[src/rtl/vga_pattern_gen.sv]
`default_nettype none
// ============================================================================
// Module      : vga_pattern_gen
// Description : Parametrised VGA timing generator with pixel-enable divider
//               and runtime-selectable test patterns (solid/bars/check/box).
// Revision    : 1.0 - initial release
// ============================================================================
module vga_pattern_gen #(
    parameter int   CLK_DIV    = 4,
    parameter int   H_ACTIVE   = 640,
    parameter int   H_FP       = 16,
    parameter int   H_SYNC     = 96,
    parameter int   H_BP       = 48,
    parameter int   V_ACTIVE   = 480,
    parameter int   V_FP       = 10,
    parameter int   V_SYNC     = 2,
    parameter int   V_BP       = 33,
    parameter logic HSYNC_POL  = 1'b0,
    parameter logic VSYNC_POL  = 1'b0,
    parameter int   COLOR_BITS = 4,
    parameter int   CHECK_LOG2 = 5,
    parameter int   BOX_SIZE   = 64
) (
    input  logic                      clk,
    input  logic                      reset,
    input  logic                      enable,
    input  logic [1:0]                mode,
    input  logic [3*COLOR_BITS-1:0]   solid_rgb,
    output logic [COLOR_BITS-1:0]     vgaRed,
    output logic [COLOR_BITS-1:0]     vgaGreen,
    output logic [COLOR_BITS-1:0]     vgaBlue,
    output logic                      Hsync,
    output logic                      Vsync,
    output logic [9:0]                h_count,
    output logic [9:0]                v_count,
    output logic                      active,
    output logic                      frame_start
);

    localparam int c_H_TOTAL = H_ACTIVE + H_FP + H_SYNC + H_BP;
    localparam int c_V_TOTAL = V_ACTIVE + V_FP + V_SYNC + V_BP;
    localparam int c_DIV_W   = (CLK_DIV > 1) ? $clog2(CLK_DIV) : 1;

    localparam logic [c_DIV_W-1:0] c_DIV_LAST   = c_DIV_W'(CLK_DIV - 1);
    localparam logic [9:0]         c_H_LAST     = 10'(c_H_TOTAL - 1);
    localparam logic [9:0]         c_V_LAST     = 10'(c_V_TOTAL - 1);
    localparam logic [9:0]         c_H_ACT      = 10'(H_ACTIVE);
    localparam logic [9:0]         c_V_ACT      = 10'(V_ACTIVE);
    localparam logic [9:0]         c_HS_START   = 10'(H_ACTIVE + H_FP);
    localparam logic [9:0]         c_HS_END     = 10'(H_ACTIVE + H_FP + H_SYNC);
    localparam logic [9:0]         c_VS_START   = 10'(V_ACTIVE + V_FP);
    localparam logic [9:0]         c_VS_END     = 10'(V_ACTIVE + V_FP + V_SYNC);
    localparam logic [9:0]         c_BAR_W      = 10'(H_ACTIVE / 8);
    localparam logic [9:0]         c_BOX_X_LAST = 10'(H_ACTIVE - BOX_SIZE);
    localparam logic [9:0]         c_BOX_Y0     = 10'((V_ACTIVE - BOX_SIZE) / 2);
    localparam logic [9:0]         c_BOX_Y1     = 10'((V_ACTIVE - BOX_SIZE) / 2 + BOX_SIZE);
    localparam logic [10:0]        c_BOX_SIZE   = 11'(BOX_SIZE);

    if (c_H_TOTAL > 1024) begin : g_h_total_check
        $error("vga_pattern_gen: H_TOTAL exceeds 1024");
    end
    if (c_V_TOTAL > 1024) begin : g_v_total_check
        $error("vga_pattern_gen: V_TOTAL exceeds 1024");
    end
    if (CLK_DIV < 1) begin : g_clk_div_check
        $error("vga_pattern_gen: CLK_DIV must be at least 1");
    end

    logic [c_DIV_W-1:0]      r_div;
    logic [9:0]              r_h;
    logic [9:0]              r_v;
    logic [9:0]              r_box_x;
    logic [1:0]              r_mode;
    logic [3*COLOR_BITS-1:0] r_rgb;
    logic                    r_hsync;
    logic                    r_vsync;
    logic                    r_active;
    logic                    r_frame_start;

    logic                    w_pix_en;
    logic                    w_h_last;
    logic                    w_v_last;
    logic                    w_vis;
    logic                    w_hs_on;
    logic                    w_vs_on;
    logic                    w_in_box;
    logic                    w_check;
    logic [9:0]              w_bar_q;
    logic [2:0]              w_bar_idx;
    logic [2:0]              w_code;
    logic [3*COLOR_BITS-1:0] w_rgb;

    assign w_pix_en = enable && (r_div == c_DIV_LAST);
    assign w_h_last = (r_h == c_H_LAST);
    assign w_v_last = (r_v == c_V_LAST);

    // Pattern decode works on the pre-increment counters; the result is
    // registered on pix_en, giving the one-pixel output lag.
    assign w_vis    = (r_h < c_H_ACT) && (r_v < c_V_ACT);
    assign w_hs_on  = (r_h >= c_HS_START) && (r_h < c_HS_END);
    assign w_vs_on  = (r_v >= c_VS_START) && (r_v < c_VS_END);
    assign w_in_box = (r_h >= r_box_x) && ({1'b0, r_h} < ({1'b0, r_box_x} + c_BOX_SIZE))
                   && (r_v >= c_BOX_Y0) && (r_v < c_BOX_Y1);
    assign w_check   = r_h[CHECK_LOG2] ^ r_v[CHECK_LOG2];
    assign w_bar_q   = r_h / c_BAR_W;
    assign w_bar_idx = (w_bar_q > 10'd7) ? 3'd7 : w_bar_q[2:0];
    assign w_code    = ~w_bar_idx;

    always_comb begin
        w_rgb = '0;
        if (w_vis) begin
            case (r_mode)
                2'd0: w_rgb = solid_rgb;
                2'd1: w_rgb = {{COLOR_BITS{w_code[2]}}, {COLOR_BITS{w_code[1]}},
                               {COLOR_BITS{w_code[0]}}};
                2'd2: w_rgb = {(3*COLOR_BITS){w_check}};
                default: begin
                    if (w_in_box) begin
                        w_rgb = '1;
                    end else begin
                        w_rgb = {{(2*COLOR_BITS){1'b0}}, {COLOR_BITS{1'b1}}};
                    end
                end
            endcase
        end
    end

    always_ff @(posedge clk) begin
        if (reset) begin
            r_div         <= '0;
            r_h           <= '0;
            r_v           <= '0;
            r_box_x       <= '0;
            r_mode        <= '0;
            r_rgb         <= '0;
            r_hsync       <= ~HSYNC_POL;
            r_vsync       <= ~VSYNC_POL;
            r_active      <= 1'b0;
            r_frame_start <= 1'b0;
        end else begin
            r_frame_start <= 1'b0;
            if (enable) begin
                r_div <= (r_div == c_DIV_LAST) ? '0 : r_div + c_DIV_W'(1);
            end
            if (w_pix_en) begin
                r_rgb    <= w_rgb;
                r_hsync  <= w_hs_on ? HSYNC_POL : ~HSYNC_POL;
                r_vsync  <= w_vs_on ? VSYNC_POL : ~VSYNC_POL;
                r_active <= w_vis;
                if (w_h_last) begin
                    r_h <= '0;
                    r_v <= w_v_last ? 10'd0 : r_v + 10'd1;
                end else begin
                    r_h <= r_h + 10'd1;
                end
                // Mode and box position only change as a new frame begins.
                if (w_h_last && w_v_last) begin
                    r_frame_start <= 1'b1;
                    r_mode        <= mode;
                    r_box_x       <= (r_box_x == c_BOX_X_LAST) ? 10'd0 : r_box_x + 10'd1;
                end
            end
        end
    end

    assign vgaRed      = r_rgb[3*COLOR_BITS-1:2*COLOR_BITS];
    assign vgaGreen    = r_rgb[2*COLOR_BITS-1:COLOR_BITS];
    assign vgaBlue     = r_rgb[COLOR_BITS-1:0];
    assign Hsync       = r_hsync;
    assign Vsync       = r_vsync;
    assign h_count     = r_h;
    assign v_count     = r_v;
    assign active      = r_active;
    assign frame_start = r_frame_start;

endmodule
`default_nettype wire

[config.mk]
export PLATFORM = sky130hd
export DESIGN_NAME = vga_pattern_gen
export DESIGN_NICKNAME = d
export VERILOG_FILES = /design/src/rtl/vga_pattern_gen.sv
export SDC_FILE = /design/constraint.sdc
export NUM_CORES = 1
export LEC_CHECK = 0
export ABC_CLOCK_PERIOD_IN_PS = 4400
export BUFFER_PORTS_ARGS = -buffer_cell sky130_fd_sc_hd__buf_2
export CORE_ASPECT_RATIO = 1.25
export CORE_MARGIN = 3
export CORE_UTILIZATION = 35
export CTS_CLUSTER_SIZE = 25
export DETAILED_ROUTE_END_ITERATION = 16
export HOLD_SLACK_MARGIN = 0.02
export MAX_ROUTING_LAYER = met4
export SYNTH_ARGS = -nofsm -noshare
export SYNTH_HDL_FRONTEND = slang
export SYNTH_SLANG_ARGS = --single-unit
[constraint.sdc]
create_clock -name clk -period 4.4 [get_ports clk]
set_input_delay 0.88 -clock clk [delete_from_list [all_inputs] [get_ports clk]]
set_output_delay 0.88 -clock clk [all_outputs]
set_load 0.1 [all_outputs]
==> results.json <==
{
  "status": "completed",
  "worstPathCellList": "nor2b_1 > nand4_1 > nor2_1 > nand3b_1 > a21oi_1",
  "num_antenna_cells": 0,
  "slew_violations": 0,
  "busiest_layer": "met2",
  "clkPwrFrac_pct": 35.2,
  "drtPass1Iterations": 4,
  "final_area_mm2": 0.003445,
  "synth_area_mm2": 0.003027,
  "place_hpwl_mm": 5.838,
  "finalClockSkew_ns": 0.01239,
  "synth_area_leader_cell": "dfxtp_1",
  "vias_per_cell": 5.449,
  "p_sw_share_pct": 24.95,
  "cts_resized": 0,
  "yosysUniqueCellTypes": 55,
  "synth_edf_count": 0,
  "pwr-share-seq_pct": 59.0,
  "clock_latency_ns": 0.31,
  "cp_slowest_cell": "nor2_1",
  "die_h_um": 110.0,
  "drt_iter0_drc": 102,
  "combPwrFrac_pct": 5.8,
  "drtAntennaViolNets": 0,
  "pwr_density_cell_mw_per_mm2": 225.0,
  "antenna_found_initial": 0,
  "postCtsSetupBuffers": 0,
  "cts_inserted_buffers": 5,
  "tightest_slew_ns": 0.9012,
  "grt.met1_usage_pct": 21.15,
  "setup_tns_ns": 0,
  "crit_family": "simple AND/OR/NAND/NOR gates",
  "die_w_um": 89.18,
  "vdd_drop_max_mv": 0.1108,
  "grt-ovfl-total": 0,
  "ys_seq_area_share_pct": 33.07,
  "crit_path_end_kind": "register",
  "synth.top_cell.area_share_pct": 33.07,
  "placed_cell_area_mm2": 0.003354,
  "fin_cells": 515,
  "die_area_mm2": 0.009807,
  "synth-main-ff-cell": "dfxtp_1",
  "netlist_instances": 371,
  "num_rows": 37,
  "cts_tree": "built",
  "drive_above_1_share_pct": 16.99,
  "grt_util_met2_pct": 27.45,
  "ctsRootBufferMaster": "clkbuf_8",
  "cts_hold_repair.buffers": 0,
  "syn_avg_cell_area_um2": 8.158,
  "maxCapViolations": 0,
  "grt_pass1_vias": 2625,
  "cp_max_fo": 15,
  "p_switching_mw": 0.1934,
  "route.vias.total": 2806,
  "grt_usage_pct": 16.73,
  "hold_viol": 0,
  "startpoint_type": "register",
  "post_drt_wl_per_cell_um": 15.02,
  "relSlewSlack_pct": 39.70,
  "synth.net_count": 411,
  "grt_max_degree": 23,
  "start_util_pct": 36.32,
  "arrival_ns": 2.87,
  "drcViolationCount": 0,
  "async_flop_share_pct": 0,
  "ys_seq_elements": 50,
  "yosysMostFrequentCell": "dfxtp_1",
  "place.detailed.instances": 507,
  "drt_wl_total_mm": 7.736,
  "clockBufferDepth": 2,
  "cts.sinks": 50,
  "rsz0062_at_grt": "no",
  "fin_crit_sh_pct": 59.95,
  "layout.nets": 457,
  "max_freq_mhz": 379.1,
  "critPathKind": "reg2reg",
  "grt_pass1_wl_mm": 12.68,
  "place.gp.congestion": 0.8081,
  "min_period_ns": 2.638,
  "utilization_pct": 41.34,
  "synth_area_leaders": "dfxtp_1 33%, ha_1 9.5%, xnor2_1 7.2%, nor2_1 5.2%, nand2_1 4.1%",
  "h-tree-depth": 2,
  "required_ns": 4.64,
  "setup_viol": 0,
  "critPathBufInv": 0,
  "core_area_mm2": 0.008333,
  "pin_count": 53,
  "yosysWarnings": 0,
  "power.total_mw": 0.7752,
  "grt_use_met3_pct": 2.974,
  "synthTopCellsByCount": "50 x dfxtp_1, 42 x nor2_1, 33 x nand2_1",
  "syn_to_final_growth_pct": 13.81,
  "slowest_delay_ns": 0.83,
  "clk_pin_slew_ns": 0.09,
  "hp-class": "reg2reg",
  "io_buffer_count": 52,
  "power_leakage_nw": 1.375,
  "power.internal_mw": 0.5818
}
power groups by stage:
stage               Combinational [mW]  Clock (mW)  Sequential (mW)
detailed placement              0.0449           0            0.468
CTS                             0.0453       0.283            0.458
global route                    0.0489       0.298            0.458
global placement                0.0443           0            0.468
finish                          0.0450       0.273            0.458
floorplan                       0.0199           0            0.479
worst paths after layout:
path / from / end / slack (ns) / cells past startpoint
max: h_count[8] / v_count[1] / 1.76 / 5
min: active / active / 0.46 / 1
max reg2reg: h_count[8] / v_count[1] / 1.76 / 5
min reg2reg: active / active / 0.46 / 1
metal layers:
| layer | vias up | share of wire [%] |
|---|---|---|
| li1 | 1416 | - |
| met1 | 1300 | 45 |
| met2 | 78 | 48 |
| met3 | 12 | 5.5 |
| met4 | 0 | 1.6 |
| met5 | - | 0 |
flip-flops by register name, indices dropped and copies added (netlist names):
signal       count
frame_start      1
r_mode           2
v_count         10
r_box_x         10
r_div            2
active           1
Hsync            1
h_count         10
r_rgb           12
Vsync            1
layout by cell type, fill, tap and decap left out, types with 3 or more instances in the layout:
master,instances
o21ai_0,16
o211ai_1,3
o31ai_1,3
a31oi_1,3
and3_1,5
nor3_1,11
clkbuf_8,5
nand3_1,18
nor4_1,9
xor2_1,3
nand4_1,10
xnor2_1,25
a21oi_1,12
and4_1,3
buf_2,52
and2_1,11
nand2_1,33
ha_1,23
nor2b_1,5
a22oi_1,4
inv_1,22
o221ai_1,9
nand2b_1,3
nor2_1,42
dfxtp_1,50
per-stage QoR:
| step | setup WS (ns) | hold WS (ns) |
|---|---|---|
| 5_1_grt | 1.403 | 0.4860 |
| 2_1_floorplan | 1.659 | 0.4646 |
| 3_5_place_dp | 1.709 | 0.4438 |
| 6_report | 1.762 | 0.4577 |
| 3_3_place_gp | 1.778 | 0.4387 |
| 4_1_cts | 1.744 | 0.4648 |
cells by family (layout without fill, tap and decap cells):
group / after synthesis / after routing / synth area share, %
AO/OA/AOI/OAI: 65 / 65 / 14.35
XOR/XNOR: 28 / 28 / 8.103
adder cells (fa/ha/maj): 23 / 23 / 9.508
buffers and inverters: 36 / 83 / 4.754
flip-flops: 50 / 50 / 33.07
multiplexers: 2 / 2 / 0.6615
AND/OR/NAND/NOR: 167 / 167 / 29.56
layout make-up:
type / instances / area [µm²]
clock buffer: 5 / 68.82
clock inverter: 3 / 21.27
fill: 875 / 4888
inverter: 22 / 82.58
multi-input combinational: 285 / 1882
sequential: 50 / 1001
tap: 97 / 121.4
timing repair buffer: 53 / 267.8
Power figures use the tool's default switching activity.
